File: config.mk
export PLATFORM = sky130hd
export DESIGN_NAME = mips_mc_control
export DESIGN_NICKNAME = d
export VERILOG_FILES = /design/src/rtl/mips_mc_control.sv
export SDC_FILE = /design/constraint.sdc
export NUM_CORES = 1
export LEC_CHECK = 0
export CORE_AREA = 2 2 39 41
export DETAILED_ROUTE_END_ITERATION = 7
export DIE_AREA = 0 0 41 43
export DONT_BUFFER_PORTS = 1
export SLEW_MARGIN = 20
export SYNTH_ARGS = -nofsm -noshare
export SYNTH_HDL_FRONTEND = slang
export SYNTH_SLANG_ARGS = --single-unit
File: constraint.sdc
create_clock -name clk -period 1.55 [get_ports clk]
set_clock_uncertainty 0.2 [all_clocks]
set_input_delay 0.31 -clock clk [delete_from_list [all_inputs] [get_ports clk]]
set_output_delay 0.31 -clock clk [all_outputs]
set_load 0.02 [all_outputs]
File: src/rtl/mips_mc_control.sv
// Multi-cycle MIPS control sequencer: one datapath step per state, memory waits via mem_ready.
// Optional MC_ILLEGAL_TRAP_EN: unknown opcodes lock into TRAP and raise illegal_op.
module mips_mc_control #(
  parameter logic [5:0] OP_RTYPE = 6'h00,
  parameter logic [5:0] OP_LW    = 6'h23,
  parameter logic [5:0] OP_SW    = 6'h2B,
  parameter logic [5:0] OP_BEQ   = 6'h04,
  parameter logic [5:0] OP_J     = 6'h02,
  parameter logic [5:0] OP_ADDI  = 6'h08
) (
  input  logic       clk,
  input  logic       reset,
  input  logic [5:0] opcode,
  input  logic       mem_ready,
  output logic       pc_write,
  output logic       pc_write_cond,
  output logic       i_or_d,
  output logic       mem_read,
  output logic       mem_write,
  output logic       ir_write,
  output logic       mem_to_reg,
  output logic       reg_dst,
  output logic       reg_write,
  output logic       alu_src_a,
  output logic [1:0] alu_src_b,
  output logic [1:0] alu_op,
  output logic [1:0] pc_source,
  output logic       instr_done,
`ifdef MC_ILLEGAL_TRAP_EN
  output logic       illegal_op,
`endif
  output logic [3:0] state
);

  localparam logic [3:0] ST_FETCH  = 4'd0;
  localparam logic [3:0] ST_DECODE = 4'd1;
  localparam logic [3:0] ST_MEMADR = 4'd2;
  localparam logic [3:0] ST_MEMRD  = 4'd3;
  localparam logic [3:0] ST_MEMWB  = 4'd4;
  localparam logic [3:0] ST_MEMWR  = 4'd5;
  localparam logic [3:0] ST_EXEC   = 4'd6;
  localparam logic [3:0] ST_ALUWB  = 4'd7;
  localparam logic [3:0] ST_BRANCH = 4'd8;
  localparam logic [3:0] ST_JUMP   = 4'd9;
  localparam logic [3:0] ST_ADDIEX = 4'd10;
  localparam logic [3:0] ST_ADDIWB = 4'd11;
  localparam logic [3:0] ST_TRAP   = 4'd15;

  logic [3:0] state_r;
  logic [3:0] next_state_s;
  logic       known_op_s;

  logic       pc_write_s, pc_write_cond_s, i_or_d_s, mem_read_s, mem_write_s;
  logic       ir_write_s, mem_to_reg_s, reg_dst_s, reg_write_s, alu_src_a_s;
  logic       instr_done_s, illegal_s;
  logic [1:0] alu_src_b_s, alu_op_s, pc_source_s;

  function automatic logic is_known_op(input logic [5:0] op);
    return (op == OP_RTYPE) || (op == OP_LW) || (op == OP_SW) ||
           (op == OP_BEQ) || (op == OP_J) || (op == OP_ADDI);
  endfunction

  assign known_op_s = is_known_op(opcode);

  // State register; reset returns the sequencer to FETCH immediately.
  always_ff @(posedge clk or negedge reset) begin
    if (!reset) begin
      state_r <= ST_FETCH;
    end else begin
      state_r <= next_state_s;
    end
  end

  // Next-state decode from state, opcode and the memory handshake.
  always_comb begin
    next_state_s = ST_FETCH;
    case (state_r)
      ST_FETCH: begin
        if (mem_ready) next_state_s = ST_DECODE;
        else           next_state_s = ST_FETCH;
      end
      ST_DECODE: begin
        if      ((opcode == OP_LW) || (opcode == OP_SW)) next_state_s = ST_MEMADR;
        else if (opcode == OP_RTYPE)                     next_state_s = ST_EXEC;
        else if (opcode == OP_BEQ)                       next_state_s = ST_BRANCH;
        else if (opcode == OP_J)                         next_state_s = ST_JUMP;
        else if (opcode == OP_ADDI)                      next_state_s = ST_ADDIEX;
`ifdef MC_ILLEGAL_TRAP_EN
        else                                             next_state_s = ST_TRAP;
`else
        else                                             next_state_s = ST_FETCH;
`endif
      end
      ST_MEMADR: begin
        if      (opcode == OP_LW) next_state_s = ST_MEMRD;
        else if (opcode == OP_SW) next_state_s = ST_MEMWR;
        else                      next_state_s = ST_FETCH;
      end
      ST_MEMRD: begin
        if (mem_ready) next_state_s = ST_MEMWB;
        else           next_state_s = ST_MEMRD;
      end
      ST_MEMWR: begin
        if (mem_ready) next_state_s = ST_FETCH;
        else           next_state_s = ST_MEMWR;
      end
      ST_EXEC:   next_state_s = ST_ALUWB;
      ST_ADDIEX: next_state_s = ST_ADDIWB;
      ST_MEMWB, ST_ALUWB, ST_BRANCH, ST_JUMP, ST_ADDIWB: next_state_s = ST_FETCH;
`ifdef MC_ILLEGAL_TRAP_EN
      ST_TRAP:   next_state_s = ST_TRAP;
`else
      ST_TRAP:   next_state_s = ST_FETCH;
`endif
      default:   next_state_s = ST_FETCH;
    endcase
  end

  // Per-state output decode, qualified by mem_ready in the memory states.
  always_comb begin
    pc_write_s      = 1'b0;
    pc_write_cond_s = 1'b0;
    i_or_d_s        = 1'b0;
    mem_read_s      = 1'b0;
    mem_write_s     = 1'b0;
    ir_write_s      = 1'b0;
    mem_to_reg_s    = 1'b0;
    reg_dst_s       = 1'b0;
    reg_write_s     = 1'b0;
    alu_src_a_s     = 1'b0;
    alu_src_b_s     = 2'd0;
    alu_op_s        = 2'd0;
    pc_source_s     = 2'd0;
    instr_done_s    = 1'b0;
    illegal_s       = 1'b0;
    case (state_r)
      ST_FETCH: begin
        mem_read_s  = 1'b1;
        alu_src_b_s = 2'd1;
        ir_write_s  = mem_ready;
        pc_write_s  = mem_ready;
      end
      ST_DECODE: begin
        alu_src_b_s = 2'd3;
`ifdef MC_ILLEGAL_TRAP_EN
        instr_done_s = 1'b0;
`else
        instr_done_s = !known_op_s;
`endif
      end
      ST_MEMADR: begin
        alu_src_a_s = 1'b1;
        alu_src_b_s = 2'd2;
      end
      ST_MEMRD: begin
        mem_read_s = 1'b1;
        i_or_d_s   = 1'b1;
      end
      ST_MEMWB: begin
        reg_write_s  = 1'b1;
        mem_to_reg_s = 1'b1;
        instr_done_s = 1'b1;
      end
      ST_MEMWR: begin
        mem_write_s  = 1'b1;
        i_or_d_s     = 1'b1;
        instr_done_s = mem_ready;
      end
      ST_EXEC: begin
        alu_src_a_s = 1'b1;
        alu_op_s    = 2'd2;
      end
      ST_ALUWB: begin
        reg_write_s  = 1'b1;
        reg_dst_s    = 1'b1;
        instr_done_s = 1'b1;
      end
      ST_BRANCH: begin
        alu_src_a_s     = 1'b1;
        alu_op_s        = 2'd1;
        pc_write_cond_s = 1'b1;
        pc_source_s     = 2'd1;
        instr_done_s    = 1'b1;
      end
      ST_JUMP: begin
        pc_write_s   = 1'b1;
        pc_source_s  = 2'd2;
        instr_done_s = 1'b1;
      end
      ST_ADDIEX: begin
        alu_src_a_s = 1'b1;
        alu_src_b_s = 2'd2;
      end
      ST_ADDIWB: begin
        reg_write_s  = 1'b1;
        instr_done_s = 1'b1;
      end
      ST_TRAP: begin
`ifdef MC_ILLEGAL_TRAP_EN
        illegal_s = 1'b1;
`else
        illegal_s = 1'b0;
`endif
      end
      default: begin
        illegal_s = 1'b0;
      end
    endcase
  end

  // Writes and requests are forced off for as long as reset is held low.
  assign pc_write      = reset & pc_write_s;
  assign pc_write_cond = reset & pc_write_cond_s;
  assign mem_read      = reset & mem_read_s;
  assign mem_write     = reset & mem_write_s;
  assign ir_write      = reset & ir_write_s;
  assign reg_write     = reset & reg_write_s;
  assign instr_done    = reset & instr_done_s;
  assign i_or_d        = i_or_d_s;
  assign mem_to_reg    = mem_to_reg_s;
  assign reg_dst       = reg_dst_s;
  assign alu_src_a     = alu_src_a_s;
  assign alu_src_b     = alu_src_b_s;
  assign alu_op        = alu_op_s;
  assign pc_source     = pc_source_s;
  assign state         = state_r;
`ifdef MC_ILLEGAL_TRAP_EN
  assign illegal_op    = reset & illegal_s;
`else
  logic unused_s;
  assign unused_s = illegal_s;
`endif

endmodule
* Word-level counts from Yosys, hierarchy flattened *
Cells that the tools add are included.

storage, ports and cells
  memory bits (writable) = 0
  flip-flop bits (word level) = 4
  memory bits (read-only) = 0
  logic and storage cells = 64
  output and inout port bits = 21
  input port bits = 9
  memories kept = 0
  latch bits = 0

operators by class
  bitwise operators = 7
  muxes and demuxes = 25
  divide/modulo/power cells = 0
  multiply operators = 0
  magnitude comparators = 0
  reductions and logical operators = 15
  shift-type cells = 0
  equality and inequality tests = 16
  add/sub/neg operators = 0

operators with widths
  cell                                                                    count
  4-bit one-hot mux with 7 select lines                                   1
  4-bit two-way mux                                                       5
  4-bit by 3-bit equality test with 1-bit output (second input constant)  4
  4-bit equality test (second input constant)                             4
  6-bit equality test (second input constant)                             2
  3-bit two-way mux                                                       4
  1-bit two-way mux                                                       10
  4-bit by 2-bit equality test with 1-bit output (second input constant)  2
  2-bit one-hot mux with 2 select lines                                   2
  1-bit AND                                                               7
  6-bit by 2-bit equality test with 1-bit output (second input constant)  1
  6-bit by 3-bit equality test with 1-bit output (second input constant)  1
  6-bit by 4-bit equality test with 1-bit output (second input constant)  1
  6-bit logical NOT                                                       1
  1-bit logical OR                                                        6
  2-bit one-hot mux with 3 select lines                                   1
  2-bit OR reduction                                                      3
  5-bit OR reduction                                                      1
  4-bit by 1-bit equality test with 1-bit output (second input constant)  1
  4-bit logical NOT                                                       1
  4-bit OR reduction                                                      1
  1-bit one-hot mux with 3 select lines                                   1
  3-bit OR reduction                                                      1
  1-bit one-hot mux with 2 select lines                                   1
  1-bit logical NOT                                                       1

* Logic depth before layout (Yosys ltp) *
Gate-level depths: netlist (run 1).

  depth in word-level cells = 9
  mapped depth = 5
  mapped depth without buffers = 4

* Worst setup path before layout (run 1) *
OpenSTA, ideal clock, no wires.

  path kind = register to output
  start = reg state_r[1] (netlist: state[1])
  end = out reg_write
  data required time = 1.040 ns
  arrival = 1.682 ns
  slack = -0.642 ns
  buffers on the path = 2
  cell stages (with the launch flop) = 5
  cell sequence = dfrtp_1 -> buf_2 -> buf_2 -> nor3_1 -> o21a_1

on the way
  cells in the longest elaborated chain, start to end = 4
  elaborated cells on any way between the ends = 6

ends and longest elaborated chain
  element                                                                                       RTL line  RTL
  from (decl)                                                                                   49        logic [3:0] state_r;
  from (signal assigned)                                                                        70        state_r <= next_state_s;
  4-bit equality test / 4-bit by 3-bit equality test with 1-bit output (equally long branches)  136       case (state_r)
  3-bit OR reduction (no line) *                                                                -
  1-bit two-way mux *                                                                           136
  1-bit AND *                                                                                   217       assign reg_write = reset & reg_write_s;
  to (decl)                                                                                     23        output logic reg_write,

Mark *: on every way between the ends. The rest lies on a longest branch, timed or not.

* Worst setup path after layout (run 1) *
  start = reg state_r[3] (netlist: state[3])
  end = out pc_write

on the way
  cells in the longest elaborated chain, start to end = 3
  elaborated cells on any way between the ends = 4

ends and longest elaborated chain
  element                                                          RTL line  RTL
  4-bit equality test / 4-bit logical NOT (equally long branches)  136
  1-bit one-hot mux with 2 select lines *                          136
  1-bit AND *                                                      212       assign pc_write = reset & pc_write_s;
  to (decl)                                                        15        output logic pc_write,

Marks and branches as above.

==> impl_metrics.ini, run 1 <==
[run]
maxCapViolations = 0

[synthesis]
synth_warnings = 0
synth_nets = 93
synth.distinct_cells = 36
synth_top_flop_cell = dfrtp_1
synthArstFlopShare_pct = 100
synth_area_um2 = 573
synth.avg_cell_area_um2 = 6.82
synth-edff-count = 0
synth_cells = 84
yosysSeqAreaShare_pct = 17.5
ys_ff_latch = 4

[floorplanning]
die_h_um = 43
die_w_um = 41
io_pins = 30
start_util_pct = 41.4
rows = 14
dieArea_um2 = 1760
core_area_um2 = 1380

[critical_path]
cp_max_fo = 6
path_class = reg -> out
crit_chain = nor3b_2 -> a21oi_2 -> nor4b_4 -> buf_4
ff2ff_path_depth = 7
critical_path_required_ns = 1.04
cp-end-kind = primary output
crit_arrival_ns = 1.49
ff2ff_setup_slack_ns = -0.22
cp_slowest_stage_delay_ns = 0.45
r2r-end = state[1]$_DFF_PN0_
cp-start-kind = register
crit_path_top_delay_cell = dfrtp_2
reg2reg_from = state[0]$_DFF_PN0_

[sta]
worst_pin_slew_ns = 0.377
timing.final.ws_setup_ns = -0.451
whs_ns = 0.0334
final.period_utilization_pct = 129
slew_headroom_pct = 74.7
tns_ns = -6.33
fin_crit_ns = 2.00
setup_viol = 24
rsz0062_at_grt = true
slew_viol_final = 0
fmax_mhz = 500
hold_viol_final = 0

[finish]
fillers = 69
post-route-util_pct = 89.7
fin_nets = 143
antennaDiodeCount = 0
largest_reg_flops = 4
drive_gt1_share_pct = 66.7
areaGrowthSynthToFinish_pct = 117
layout_commonest_cell = buf_4
final_cell_mix = 37 x buf_4, 12 x buf_6, 6 x nand2_1

[route]
vias_per_cell = 6.76
dr.pass1.iters = 4
drt_iter0_drc = 29
ant_nets = 0
post_drt_wl_per_cell_um = 23.8
vias = 1001
wl_um = 3520
drc = 0

[place]
detailedPlacementHpwl_um = 1580
dpl_worst_slack_ns = -0.107
io_buffers = 0
gp_congestion = 0.827

[global_route]
grt_max_degree = 11
gr-total-overflow = 0
track_usage_pct = 28.3
grt_pass1_vias = 784
grt_pass1_wl_um = 3440
antenna_found_initial = 0

[clock_tree]
cts_tree = yes
clkSinkCount = 4
cts_made_buffers = 3
cts_buffer_depth = 2
clkLatencyLatePin_ns = 0.24
clk_pin_slew_ns = 0.04
cts-root-buf = clkbuf_4
htree_levels = 1

[worst_hold_path]
min_path_type = in -> reg
hold_path_depth = 1
min-delay-start = opcode[1]
worstHoldEndpoint = state[2]$_DFF_PN0_

[pwr]
p_per_area_nw_per_um2 = 464
leakagePower_nw = 0.526
vdd_drop_max_uv = 302

[outcome]
failed_checks = setup timing
outcome = finished with violations
-- final cells by class --
class                      count  area (µm²)  area share (%)
inverter                       1        3.75           0.302
clock buffer                   3        22.5            1.81
tap                           16        20.0            1.61
multi-input combinational     73         647            52.1
sequential                     4         105            8.47
timing repair buffer          51         443            35.7
-- per-stage QoR --
stage	total power, mW	std cells	cell area [µm²]
4_1_cts	0.527	145	1150
2_1_floorplan	0.298	84	769
5_1_grt	0.589	148	1240
3_3_place_gp	0.360	134	1010
6_report	0.576	148	1240
3_5_place_dp	0.365	134	1010
-- synthesized netlist by cell type, types with 2 or more instances --
master	instances	share of area, %
o21a_1	2	2.6
nor2_1	8	5.2
a21oi_1	3	2.6
o21ai_0	3	2.6
nand2_1	9	5.9
nor4b_1	2	3.1
nor3b_1	4	5.2
nand4_1	2	2.2
dfrtp_1	4	17
nor2b_1	3	3.3
buf_2	5	4.4
nor3_1	7	6.1
nand2b_1	6	6.6
nor4_1	2	2.2
and2_1	3	3.3
-- worst max-delay path, delay by kind of cell (launching register included) --
family / cells / cell delay (ns)
AND/OR/NAND/NOR: 2 / 0.53
flip-flops: 1 / 0.45
buffers and inverters: 1 / 0.19
AO/OA/AOI/OAI: 1 / 0.08
-- cell families (layout without fill, tap and decap cells) --
kind of cell	Yosys count	in the layout	synth area share, %
AOI/OAI and AO/OA	20	20	24.5
DFF	4	4	17.5
and+or+nand+nor	51	51	48.7
buffers and inverters	7	55	6.33
xor gates and xnor gates	2	2	3.06
-- layer usage --
metal  global-route usage (%)  part of all wire (%)  up-vias
met5                        0                     0        -
met4                     5.33                   8.4        0
met3                     5.24                   8.3       40
met2                     50.3                    50       83
met1                     33.2                    33      467
li1                         -                     -      411
-- report_power, final --
part / switching [mW] / total (mW) / leakage [nW] / internal [mW]
Clock: 0.0516 / 0.139 / 0.0138 / 0.0873
Sequential: 0.0106 / 0.121 / 0.0480 / 0.111
Combinational: 0.169 / 0.316 / 0.464 / 0.146
-- repair_timing --
item,4_1_cts,5_1_grt
buffers inserted,7,3
hold buffers,1,0
gates resized for setup,12,15
endpoints found under the hold margin,4,0
setup endpoints to repair,19,24
pin swaps,6,5
-- worst max path at each step --
stage | start | end | slack (ns) | cells past startpoint
detailed placement | state[3]$_DFF_PN0_ | pc_write | -0.11 | 4
CTS | state[3]$_DFF_PN0_ | pc_write | -0.36 | 4
finish | state[3]$_DFF_PN0_ | pc_write | -0.45 | 4
floorplan | state[0]$_DFF_PN0_ | pc_write_cond | -0.22 | 4
global route | state[3]$_DFF_PN0_ | pc_write | -0.46 | 4
global placement | state[1]$_DFF_PN0_ | instr_done | -0.09 | 2
Note: power is estimated with default switching activity, not from simulation.
==> inputs of run 2 (changes only) <==
- CTS_CLUSTER_SIZE: not set -> 24
==> results of run 2 <==
Final layout, timing and power as in run 1 (identical DEF).
==> RTL edit 1: new RTL, settings of run 2 <==
Add a define of `MC_ILLEGAL_TRAP_EN`.
--- a/src/rtl/mips_mc_control.sv
+++ b/src/rtl/mips_mc_control.sv
@@ -2,2 +2,4 @@
 // Optional MC_ILLEGAL_TRAP_EN: unknown opcodes lock into TRAP and raise illegal_op.
+`define MC_ILLEGAL_TRAP_EN
+
 module mips_mc_control #(
Behaviour (old outputs only; new: illegal_op): not the same (a bounded check fails within 4 cycles, from zero or initial values and one cycle with reset low).
==> RTL edit 1 against run 2 <==
The flow still finishes with violations (negative setup slack). Synthesized cell count rose by 1.2%. Cell count rose by 1.4%. Area after synthesis rose by 0.22%. Critical endpoint is now i_or_d. Cell area rose by 6.5%. First-iteration DRC count rose by 93%. Wire length rose by 5.3%. Core utilization rose by 5.8 points. Sequential cell count did not move. Worst setup slack improved by 0.046 ns.
Power is left out: it rests on default switching activity, and per cell area and clock period it moved more than threefold.
==> RTL edit 1: results (changes against run 2) <==
stage;metric;value;unit;change
run_status;failed_checks;negative setup slack;;unchanged
global_route;use_met3;5.24;%;unchanged
logic_synthesis;yosys_warnings;0;;unchanged
logic_synthesis;synthFlopType;dfrtp_1;;unchanged
place;dpl_cell_area;1010;um2;about the same
global_route;grt_pass1_vias;878;;was 784
cts;clock_path_buffers;2;;unchanged
cts;root_buffer;clkbuf_4;;unchanged
layout;final_cell_count_no_fill;150;;was 148
timing;setup_viol_count_final;23;;was 24
logic_synthesis;yosysSeqAreaShare;17.4;%;was 17.5%
global_route;grt_pass1_wl;3800;um;was 3440 um
timing;setup_ws;-0.404;ns;was -0.451 ns
cts;h-tree-depth;1;;unchanged
global_route;grtUsageTotal;31.4;%;was 28.3%
drt;first_iter_violations;56;;was 29
run_status;status;complete, but fails checks;;unchanged
logic_synthesis;synth-async-reset-ratio;100;%;unchanged
cts;cts_buffers;3;;unchanged
timing;drv_slew;0;;unchanged
drt;dr.pass1.iters;4;;unchanged
drt;wl;3710;um;was 3520 um
global_route;use_met1;38.0;%;was 33.2%
place;port_buffers;0;;unchanged
logic_synthesis;synthesis.nets;94;;was 93
cts;clkTransAtPathRegs;0.04;ns;about the same
layout;drive_gt1_share;71.6;%;was 66.7%
global_route;grt_max_degree;11;;unchanged
global_route;antenna_found_initial;0;;unchanged
drt;via_count;1045;;was 1001
logic_synthesis;synth_commonest_cells;nor2_1 (10), nand2_1 (9), nor3_1 (7);;was nand2_1 (9), nor2_1 (8), nor3_1 (7)
layout;antennaDiodeCount;0;;unchanged
layout;largest_reg_flops;4;;unchanged
worst_setup_path;cp.arrival;1.44;ns;was 1.49 ns
timing;tightest_slew;0.308;ns;was 0.377 ns
cts;clk_latency;0.24;ns;about the same
place;gp_congestion;0.816;;was 0.827
place;post-dp-hpwl;1580;um;about the same
logic_synthesis;synth.distinct_cells;37;;was 36
logic_synthesis;synth_cells;85;;was 84
place;dp.cells;133;;was 134
global_route;grt_use_met2;53.1;%;was 50.3%
hold_path;hp-class;in2reg;;unchanged
worst_setup_path;crit_fanout;6;;unchanged
logic_synthesis;synth_area_leaders;dfrtp_1 (17%), nor2_1 (6.5%), nor3_1 (6.1%);;was dfrtp_1 (17%), nand2b_1 (6.6%), nor3_1 (6.1%)
[RTL edit 1: cell count changes after synthesis, moves of 2 or more]
cell	change
nand3_1	+4
buf_2	-3
clkbuf_1	+3
nand2b_1	-3
nor3b_1	-3
and2_1	-2
nand4b_1	+2
nor2_1	+2
nor2b_1	-2
o21ai_0	+2
xnor2_1	+2
[RTL edit 1: final timing paths]
kind	startpoint	endpoint	slack, ns	cells after the start
max	state[2]	i_or_d	-0.40	4
min	opcode[3]	state[1]	0.10	2
max reg2reg	state[2]	state[0]	-0.17	6
min reg2reg	state[0]	state[2]	0.63	3
max in group asynchronous	reset	state[1]	0.75	1
min in group asynchronous	reset	state[0]	0.17	1
[RTL edit 1: worst max-delay path: stages (launching register included)]
cell	delay, ns
dfrtp_2	0.46
buf_4	0.17
xnor2_2	0.14
nor3_2	0.23
buf_4	0.20
[RTL edit 1: final cells by class]
cell class / count / area [um2]
Fill cell: 34 / 62.6
Clock buffer: 3 / 22.5
Sequential cell: 4 / 105
Inverter: 3 / 11.3
Multi-Input combinational cell: 72 / 666
Timing Repair Buffer: 52 / 497
Tap cell: 16 / 20.0
[RTL edit 1: cells by family (layout without fill, tap and decap cells)]
| family | after synthesis | in the layout | share of synthesized area [%] |
|---|---|---|---|
| compound gates | 19 | 19 | 22.2 |
| xor+xnor | 4 | 4 | 6.10 |
| buf+inv | 9 | 58 | 6.97 |
| flops | 4 | 4 | 17.4 |
| simple gates | 49 | 49 | 47.3 |
[RTL edit 1: through the flow]
stage                     TNS (ns)  setup WS, ns
after floorplan              -1.58        -0.225
after global placement      -0.561        -0.129
after detailed placement    -0.762        -0.146
after CTS                    -4.35        -0.293
after global routing         -6.90        -0.413
final                        -6.11        -0.404
[RTL edit 1: per-layer routing]
metal / routed length (um) / vias to the layer above / part of all wire, %
met4: 189 / 0 / 5.1
met2: 1850 / 88 / 50
met3: 376 / 29 / 10
li1: - / 417 / -
met1: 1290 / 511 / 35
met5: 0 / - / 0
[RTL edit 1: what timing repair did]
action	4_1_cts	5_1_grt
buffers inserted	7	7
setup endpoints to repair	18	23
pin swaps	5	9
hold buffers	1	0
resized for setup	26	23
hold endpoints to repair	4	0
cloned	0	0
==> RTL edit 2: new RTL, config.mk and constraints of run 2 <==
Made on the original files. Make the reset (`reset`) synchronous in one clocked block.
--- a/src/rtl/mips_mc_control.sv
+++ b/src/rtl/mips_mc_control.sv
@@ -65,3 +65,3 @@
   // State register; reset returns the sequencer to FETCH immediately.
-  always_ff @(posedge clk or negedge reset) begin
+  always_ff @(posedge clk) begin
     if (!reset) begin
Behaviour: differs if reset is asserted again (counterexample within 4 cycles, from zero or initial values and one cycle with reset low); with reset held inactive, the same outputs for 10 cycles.
==> RTL edit 2 against run 2 <==
The run now fails in 5_1_grt. Synthesized cell count is 7.1% higher. Area after synthesis is 0.22% lower.
==> RTL edit 2: results (changes against run 2) <==
stage;metric;value;unit;change
global_route;antenna_found_initial;0;;
logic_synthesis;synth_area_leaders;dfxtp_1 (14%), a21oi_1 (11%), nor3_1 (7.9%);;was dfrtp_1 (17%), nand2b_1 (6.6%), nor3_1 (6.1%)
run_status;status;aborted with a tool error;;was complete, but fails checks
place;gp_congestion;0.809;;was 0.827
run_status;haltStage;5_1_grt;;
cts;cts_buffers;3;;unchanged
logic_synthesis;synth_commonest_cells;a21oi_1 (12), nor2_1 (9), nor3_1 (9);;was nand2_1 (9), nor2_1 (8), nor3_1 (7)
logic_synthesis;synth.distinct_cells;29;;was 36
place;post-dp-hpwl;1310;um;was 1580 um
logic_synthesis;synthFlopType;dfxtp_1;;was dfrtp_1
logic_synthesis;synthesis.nets;99;;was 93
cts;h-tree-depth;1;;unchanged
place;port_buffers;0;;unchanged
run_status;error;[ERROR DPL-0033] detailed placement checks failed during check placement.;;
logic_synthesis;synth_seq_cells;4;;unchanged
cts;clock_path_buffers;2;;unchanged
timing;endpoint_type;top-level output;;
logic_synthesis;yosysSeqAreaShare;14.0;%;was 17.5%
cts;hold_buffers;0;;was 1
logic_synthesis;synth-async-reset-ratio;0;%;was 100%
global_route;grt_max_degree;9;;
cts;root_buffer;clkbuf_4;;unchanged
logic_synthesis;yosys_warnings;0;;unchanged
timing;worst_endpoint;pc_write;;
==> RTL edit 2: changes by cell type after synthesis, sizes merged, moves of 3 or more <==
cell	change
a21oi	+9
and2	-3
dfrtp	-4
dfxtp	+4
o21ai	+4
==> RTL edit 2: cells by family after synthesis <==
group | after synthesis | synth area share, %
simple gates | 48 | 47.5
buf+inv | 9 | 8.10
xor+xnor | 2 | 3.06
compound gates | 27 | 27.4
flops | 4 | 14.0
==> RTL edit 2: what timing repair did <==
item	in CTS
setup endpoints to repair	20
pin swaps	8
resized for setup	41
setup buffers	18
==> RTL edit 2: stage by stage <==
step / hold WS (ns) / instances / area, um2 / setup WS [ns]
3_3_place_gp: 0.302 / 134 / 951 / -0.124
4_1_cts: 0.00769 / 155 / 1260 / -0.174
2_1_floorplan: 0.281 / 90 / 742 / -0.108
3_5_place_dp: 0.322 / 134 / 951 / -0.114
